## src/rtl/ai_paddle_tracker_if.sv

```systemverilog
// Signal bundle between the game FSM / ball logic and the computer-opponent paddle tracker.
// The master side drives ball state, mode and events; the slave side returns the step requests.
interface ai_paddle_tracker_if #(
    parameter int CW = 11
);
    logic          en;
    logic [1:0]    mode;
    logic [1:0]    level;
    logic          xh;
    logic          turn;
    logic          hit;
    logic          wall;
    logic          start_state;
    logic [CW-1:0] by;
    logic [CW-1:0] py;
    logic          p;
    logic          m;
    logic          tracking;

    modport master (
        output en, mode, level, xh, turn, hit, wall, start_state, by, py,
        input  p, m, tracking
    );

    modport slave (
        input  en, mode, level, xh, turn, hit, wall, start_state, by, py,
        output p, m, tracking
    );
endinterface

```

## src/rtl/ai_paddle_tracker.sv

```systemverilog
// Computer-opponent paddle controller: waits a level-dependent reaction delay, then steers
// the paddle toward the ball with an LFSR-derived aiming dead band around the ball position.
//
// state | meaning
// IDLE  | ball not approaching; hold paddle
// REACT | ball approaching; reaction-delay countdown, hold paddle
// TRACK | steering paddle toward ball +/- aiming error
module ai_paddle_tracker #(
    parameter int          CW         = 11,
    parameter int          ERRW       = 6,
    parameter int          REACT_BASE = 8,
    parameter logic [15:0] SEED       = 16'hACE1
) (
    input logic                clk,
    input logic                rst,
    ai_paddle_tracker_if.slave bus
);

    localparam int CNTW = $clog2(REACT_BASE * 3 + 1);
    localparam logic [CW:0] MAXC = {1'b0, {CW{1'b1}}};

    typedef enum logic [1:0] {
        IDLE  = 2'd0,
        REACT = 2'd1,
        TRACK = 2'd2
    } state_t;

    state_t            state;
    logic [CNTW-1:0]   cnt;
    logic [15:0]       lfsr;
    logic [ERRW-1:0]   err;
    logic              wall_lat;
    logic              p_q;
    logic              m_q;
    logic              tracking_q;

    logic              approach;
    logic              advance;
    logic [15:0]       lfsr_next;
    logic [ERRW-1:0]   err_next;
    logic [CNTW-1:0]   react_load;
    logic [CW:0]       by_x;
    logic [CW:0]       py_x;
    logic [CW:0]       err_x;
    logic [CW:0]       lo;
    logic [CW:0]       hi;
    logic [CW:0]       hi_sum;

    always_comb begin
        approach   = ((bus.mode == 2'd0) && bus.xh)
                   || ((bus.mode == 2'd1) && wall_lat)
                   || ((bus.mode == 2'd2) && bus.turn);
        advance    = bus.hit || ((bus.mode == 2'd2) && bus.wall);
        lfsr_next  = {lfsr[14:0], lfsr[15] ^ lfsr[13] ^ lfsr[12] ^ lfsr[10]};
        err_next   = (bus.level == 2'd3) ? '0 : (lfsr_next[ERRW-1:0] >> bus.level);
        react_load = CNTW'(REACT_BASE * (3 - int'(bus.level)) - 1);
    end

    // Dead band is computed one bit wider so by+err cannot wrap and by-err cannot underflow.
    always_comb begin
        by_x   = {1'b0, bus.by};
        py_x   = {1'b0, bus.py};
        err_x  = (CW+1)'(err);
        lo     = (by_x >= err_x) ? (by_x - err_x) : '0;
        hi_sum = by_x + err_x;
        hi     = (hi_sum > MAXC) ? MAXC : hi_sum;
    end

    always_ff @(posedge clk) begin
        if (rst) begin
            state      <= IDLE;
            cnt        <= '0;
            lfsr       <= SEED;
            err        <= '0;
            wall_lat   <= 1'b0;
            p_q        <= 1'b1;
            m_q        <= 1'b1;
            tracking_q <= 1'b0;
        end else if (!bus.en) begin
            p_q <= 1'b1;
            m_q <= 1'b1;
        end else begin
            wall_lat <= bus.wall || (wall_lat && !bus.start_state);
            if (advance) begin
                lfsr <= lfsr_next;
                err  <= err_next;
            end
            case (state)
                IDLE: begin
                    p_q <= 1'b1;
                    m_q <= 1'b1;
                    if (approach) begin
                        if (bus.level == 2'd3) begin
                            state      <= TRACK;
                            tracking_q <= 1'b1;
                        end else begin
                            state <= REACT;
                            cnt   <= react_load;
                        end
                    end
                end
                REACT: begin
                    p_q <= 1'b1;
                    m_q <= 1'b1;
                    if (!approach) begin
                        state <= IDLE;
                    end else if (cnt == '0) begin
                        state      <= TRACK;
                        tracking_q <= 1'b1;
                    end else begin
                        cnt <= cnt - CNTW'(1);
                    end
                end
                TRACK: begin
                    if (!approach) begin
                        state      <= IDLE;
                        tracking_q <= 1'b0;
                        p_q        <= 1'b1;
                        m_q        <= 1'b1;
                    end else begin
                        // lo <= hi always holds, so at most one request goes low
                        p_q <= !(py_x < lo);
                        m_q <= !(py_x > hi);
                    end
                end
                default: begin
                    state      <= IDLE;
                    tracking_q <= 1'b0;
                    p_q        <= 1'b1;
                    m_q        <= 1'b1;
                end
            endcase
        end
    end

    assign bus.p        = p_q;
    assign bus.m        = m_q;
    assign bus.tracking = tracking_q;

endmodule

```

## src/flat_wrapper.sv

```systemverilog
// flat-port wrapper written by rule: the top's interface ports become plain ports
module ai_paddle_tracker_flat 
#(
    parameter int          CW         = 11,
    parameter int          ERRW       = 6,
    parameter int          REACT_BASE = 8,
    parameter logic [15:0] SEED       = 16'hACE1
)
  (clk, rst, bus_en, bus_mode, bus_level, bus_xh, bus_turn, bus_hit, bus_wall, bus_start_state, bus_by, bus_py, bus_p, bus_m, bus_tracking);
  ai_paddle_tracker_if #(.CW(CW)) bus_i ();
  input logic clk;
  input logic rst;
  input wire logic [$bits(bus_i.en)-1:0] bus_en;
  input wire logic [$bits(bus_i.mode)-1:0] bus_mode;
  input wire logic [$bits(bus_i.level)-1:0] bus_level;
  input wire logic [$bits(bus_i.xh)-1:0] bus_xh;
  input wire logic [$bits(bus_i.turn)-1:0] bus_turn;
  input wire logic [$bits(bus_i.hit)-1:0] bus_hit;
  input wire logic [$bits(bus_i.wall)-1:0] bus_wall;
  input wire logic [$bits(bus_i.start_state)-1:0] bus_start_state;
  input wire logic [$bits(bus_i.by)-1:0] bus_by;
  input wire logic [$bits(bus_i.py)-1:0] bus_py;
  output wire logic [$bits(bus_i.p)-1:0] bus_p;
  output wire logic [$bits(bus_i.m)-1:0] bus_m;
  output wire logic [$bits(bus_i.tracking)-1:0] bus_tracking;
  assign bus_i.en = bus_en;
  assign bus_i.mode = bus_mode;
  assign bus_i.level = bus_level;
  assign bus_i.xh = bus_xh;
  assign bus_i.turn = bus_turn;
  assign bus_i.hit = bus_hit;
  assign bus_i.wall = bus_wall;
  assign bus_i.start_state = bus_start_state;
  assign bus_i.by = bus_by;
  assign bus_i.py = bus_py;
  assign bus_p = bus_i.p;
  assign bus_m = bus_i.m;
  assign bus_tracking = bus_i.tracking;
  ai_paddle_tracker #(.CW(CW), .ERRW(ERRW), .REACT_BASE(REACT_BASE), .SEED(SEED)) u_core (.clk(clk), .rst(rst), .bus(bus_i));
endmodule
```

## config.mk

```make
export PLATFORM = sky130hd
export DESIGN_NAME = ai_paddle_tracker_flat
export DESIGN_NICKNAME = d
export VERILOG_FILES = /design/src/rtl/ai_paddle_tracker_if.sv /design/src/rtl/ai_paddle_tracker.sv /design/src/flat_wrapper.sv
export SDC_FILE = /design/constraint.sdc
export NUM_CORES = 1
export LEC_CHECK = 0
export CORE_UTILIZATION = 40
export CTS_CLUSTER_DIAMETER = 40
export CTS_CLUSTER_SIZE = 24
export DETAILED_ROUTE_END_ITERATION = 10
export PLACE_DENSITY = 0.69
export SKIP_LAST_GASP = 1
export SYNTH_ARGS = -nofsm -noshare
export SYNTH_HDL_FRONTEND = slang
export SYNTH_SLANG_ARGS = --single-unit
```

## constraint.sdc

```tcl
create_clock -name clk -period 3.4 [get_ports clk]
set_input_delay 0.34 -clock clk [delete_from_list [all_inputs] [get_ports clk]]
set_output_delay 0.34 -clock clk [all_outputs]
set_load 0.03 [all_outputs]
```

==> run summary <==
Slowest-stage cell, CP: clkdlybuf4s50_1
Effective utilization at floorplan: 0.424
Ys Warns: 0
Clk_lat worst skew: 290 ps
Number of synthesized register bits: 33
Type of the worst setup path: input pin to flop
CP required: 3590 ps
Initial antenna violation count: 0
FF-to-FF End: u_core.bus.p
Placed instance area: 0.00358 mm²
# setup viols final: 0
Number of CTS-inserted buffers: 5
Capture point of the critical path: u_core.bus.p
Post-synth EDFFs: 0
Syn_nets: 459
Clock Skew: 7.71 ps
Via Count: 2889
Unique masters post-synth: 54
Hold Buf Count CTS: 0
Final design utilization: 0.535
Crit-path max FO: 2
FF-to-FF path depth: 12
Min-delay worst type: flop to flop
Ranking of synthesized cells by area: dfxtp_1 (22%), ha_1 (15%), nand2_1 (6.9%)
Max Cap Violations: 0
Fmax: 311 MHz
Detailed-route DRC error count: 0
Total Routing Usage GR: 0.196
Buffers and inverters on the worst path: 1
DP HPWL: 5590 µm
Worst path arrival time: 3410 ps
Flop-to-flop setup slack: 230 ps
Post-DRT Antenna Nets: 0
Initial DRC count: 71
Ant diodes: 0
Max transition margin: 0.535
Final period util: 0.946
Vias in the first global route: 2746
Ports: 37
Slew @ Worst Pin: 695 ps
Pins Over Slew Limit: 0
CP max stage delay: 440 ps
Reg clk slew, reported paths: 70 ps
Final Hold Vio Count: 0
Worst setup EP type: flop
# H-tree levels: 2
Yosys top cell area share: 0.224
Final instance area: 0.00371 mm²
Post-route minimum period: 3220 ps
Critical R2R Launch: u_core.err[1]
First-pass GRT wire length: 12000 µm
Post-synth ARST share: 0
Die Footprint: 0.00771 mm²
Count leader, synth: nand2_1
Unrepaired setup endpoints after global routing: yes
TritonCTS clock tree: done
Count of cell instances traversed by the critical path: 13
Worst path cell trace: clkdlybuf4s50_1 > ha_2 > or3_4 > or4_4 > or3_4 > nor2b_1 > mux2i_1 > ha_1 > a21oi_1 > o21ai_1 > a221oi_2 > o31ai_1 > a21o_1
DR WL/cell: 13.4 µm
Most frequent cells after synthesis: nand2_1 (54), ha_1 (36), a21oi_1 (34)
Largest net degree at the start of global routing: 34
DRT Pass-1 Iters: 5
Syn Inst Count: 387
Total gr overflow: 0
Power per standard cell area: 287 mW/mm²
Share of layout cells above drive strength 1: 0.144
CP Launch Type: input pin
GP Congestion: 0.814
Port buffer count: 36
Post-synthesis sequential area ratio: 0.224
Critical path's top delay family: simple AND/OR/NAND/NOR gates
Nets: 516
Filler cell count: 677
CP dominant cell by count: or3_4
VDD IR max: 0.313 mV
Root Buffer Master: clkbuf_8
Area Overhead vs Synth: 26.0%
Outcome: complete, no violations
Mapped Area: 0.00295 mm²
Routed Wire Length: 7230 µm
Largest area contributor in the netlist: dfxtp_1
# clock sinks: 33
Cell leakage power: 1.56 nW
Clock buffer depth: 2
Die Height: 87.8 µm
Core area: 0.00694 mm²
Prevailing post-synth register cell: dfxtp_1
Vias per cell: 5.34
Post-Syn Area per Cell: 7.61 µm²
Die X: 87.8 µm
Crit path from: bus_by[5]
Row cnt: 30
==> cell usage in the layout, fill, tap and decap left out, types with 3 or more instances in the layout <==
master | netlist | final
nor4_1 | 5 | 5
nand2_1 | 54 | 54
inv_1 | 19 | 19
nor2b_1 | 9 | 9
nand3_1 | 8 | 8
clkdlybuf4s50_1 | 0 | 34
nor2_1 | 30 | 30
ha_1 | 36 | 34
o21ai_1 | 1 | 3
nand2b_1 | 10 | 10
o21ai_0 | 14 | 12
nor3_1 | 13 | 12
and3_1 | 4 | 4
buf_4 | 0 | 36
o211ai_1 | 6 | 6
mux2i_1 | 10 | 10
a211oi_1 | 6 | 6
a21oi_1 | 34 | 32
nand3b_1 | 11 | 11
a21o_1 | 7 | 7
nand4_1 | 4 | 4
xor2_1 | 3 | 3
o21a_1 | 6 | 6
dfxtp_1 | 33 | 33
clkbuf_8 | 0 | 5
==> worst min path at each step <==
stage	slack, ps	end	cells past startpoint	startpoint
3_3_place_gp	450	u_core.lfsr[8]	2	u_core.lfsr[7]
3_5_place_dp	450	u_core.lfsr[7]	2	u_core.lfsr[6]
5_1_grt	490	u_core.lfsr[8]	2	u_core.lfsr[8]
6_report	460	u_core.lfsr[14]	2	u_core.lfsr[14]
4_1_cts	460	u_core.lfsr[14]	2	u_core.lfsr[14]
2_1_floorplan	430	u_core.lfsr[8]	2	u_core.lfsr[7]
==> worst reg2reg max path: cells and delay by family (launching register included) <==
kind	cells	cell delay, ps
compound gates	7	1620
fa+ha+maj	2	570
buf+inv	1	110
flops	1	410
simple gates	2	350
==> cell type report <==
type,instances,area (µm²),area share
sequential,33,661,0.178
tap,96,120,0.0323
multi-input combinational,313,2140,0.577
inverter,19,71.3,0.0192
clock buffer,6,72.6,0.0195
timing repair buffer,72,636,0.171
clock inverter,2,10.0,0.00270
==> cell families (layout without fill, tap and decap cells) <==
| family | after synthesis | in the layout | share of synthesized area |
|---|---|---|---|
| fa+ha+maj | 38 | 38 | 0.166 |
| mux | 13 | 13 | 0.0493 |
| flops | 33 | 33 | 0.224 |
| simple gates | 162 | 162 | 0.277 |
| compound gates | 95 | 95 | 0.207 |
| buf+inv | 41 | 99 | 0.0611 |
| xor+xnor | 5 | 5 | 0.0149 |
==> metrics by stage <==
stage | setup WS, ps | hold WS (ps) | TNS, ps | total power [mW] | cells
6_report | 183 | 456 | 0 | 1.07 | 541
5_1_grt | -10.7 | 485 | -10.7 | 1.14 | 541
4_1_cts | 8.13 | 461 | 0 | 1.07 | 540
3_5_place_dp | -309 | 450 | -510 | 0.777 | 532
3_3_place_gp | -237 | 445 | -356 | 0.767 | 532
2_1_floorplan | 251 | 432 | 0 | 0.653 | 387
==> sequential cells by signal, indices dropped and copies added (netlist names) <==
name / flops
u_core.bus.p: 1
u_core.cnt: 5
u_core.state: 2
u_core.err: 6
u_core.bus.m: 1
u_core.lfsr: 16
u_core.bus.tracking: 1
u_core.wall_lat: 1
==> metal layers <==
metal,up-vias,track usage,wire length (µm)
met5,-,0,0
met4,0,0.0507,73
met3,5,0.0273,295
met2,55,0.363,3560
met1,1334,0.236,3300
li1,1495,-,-
==> power by group <==
group | leakage, nW | switching [mW] | internal (mW) | total (mW)
sequential | 0.270 | 0.0181 | 0.409 | 0.427
clock | 0.0450 | 0.146 | 0.142 | 0.288
combinational | 1.25 | 0.179 | 0.174 | 0.352
total | 1.56 | 0.343 | 0.725 | 1.07
==> timing repair <==
action                                  4_1_cts  5_1_grt
endpoints found under the setup margin        1        2
pin swaps                                     0        3
setup buffers                                 0        1
resized for setup                             1       12
Power figures use the tool's default switching activity.
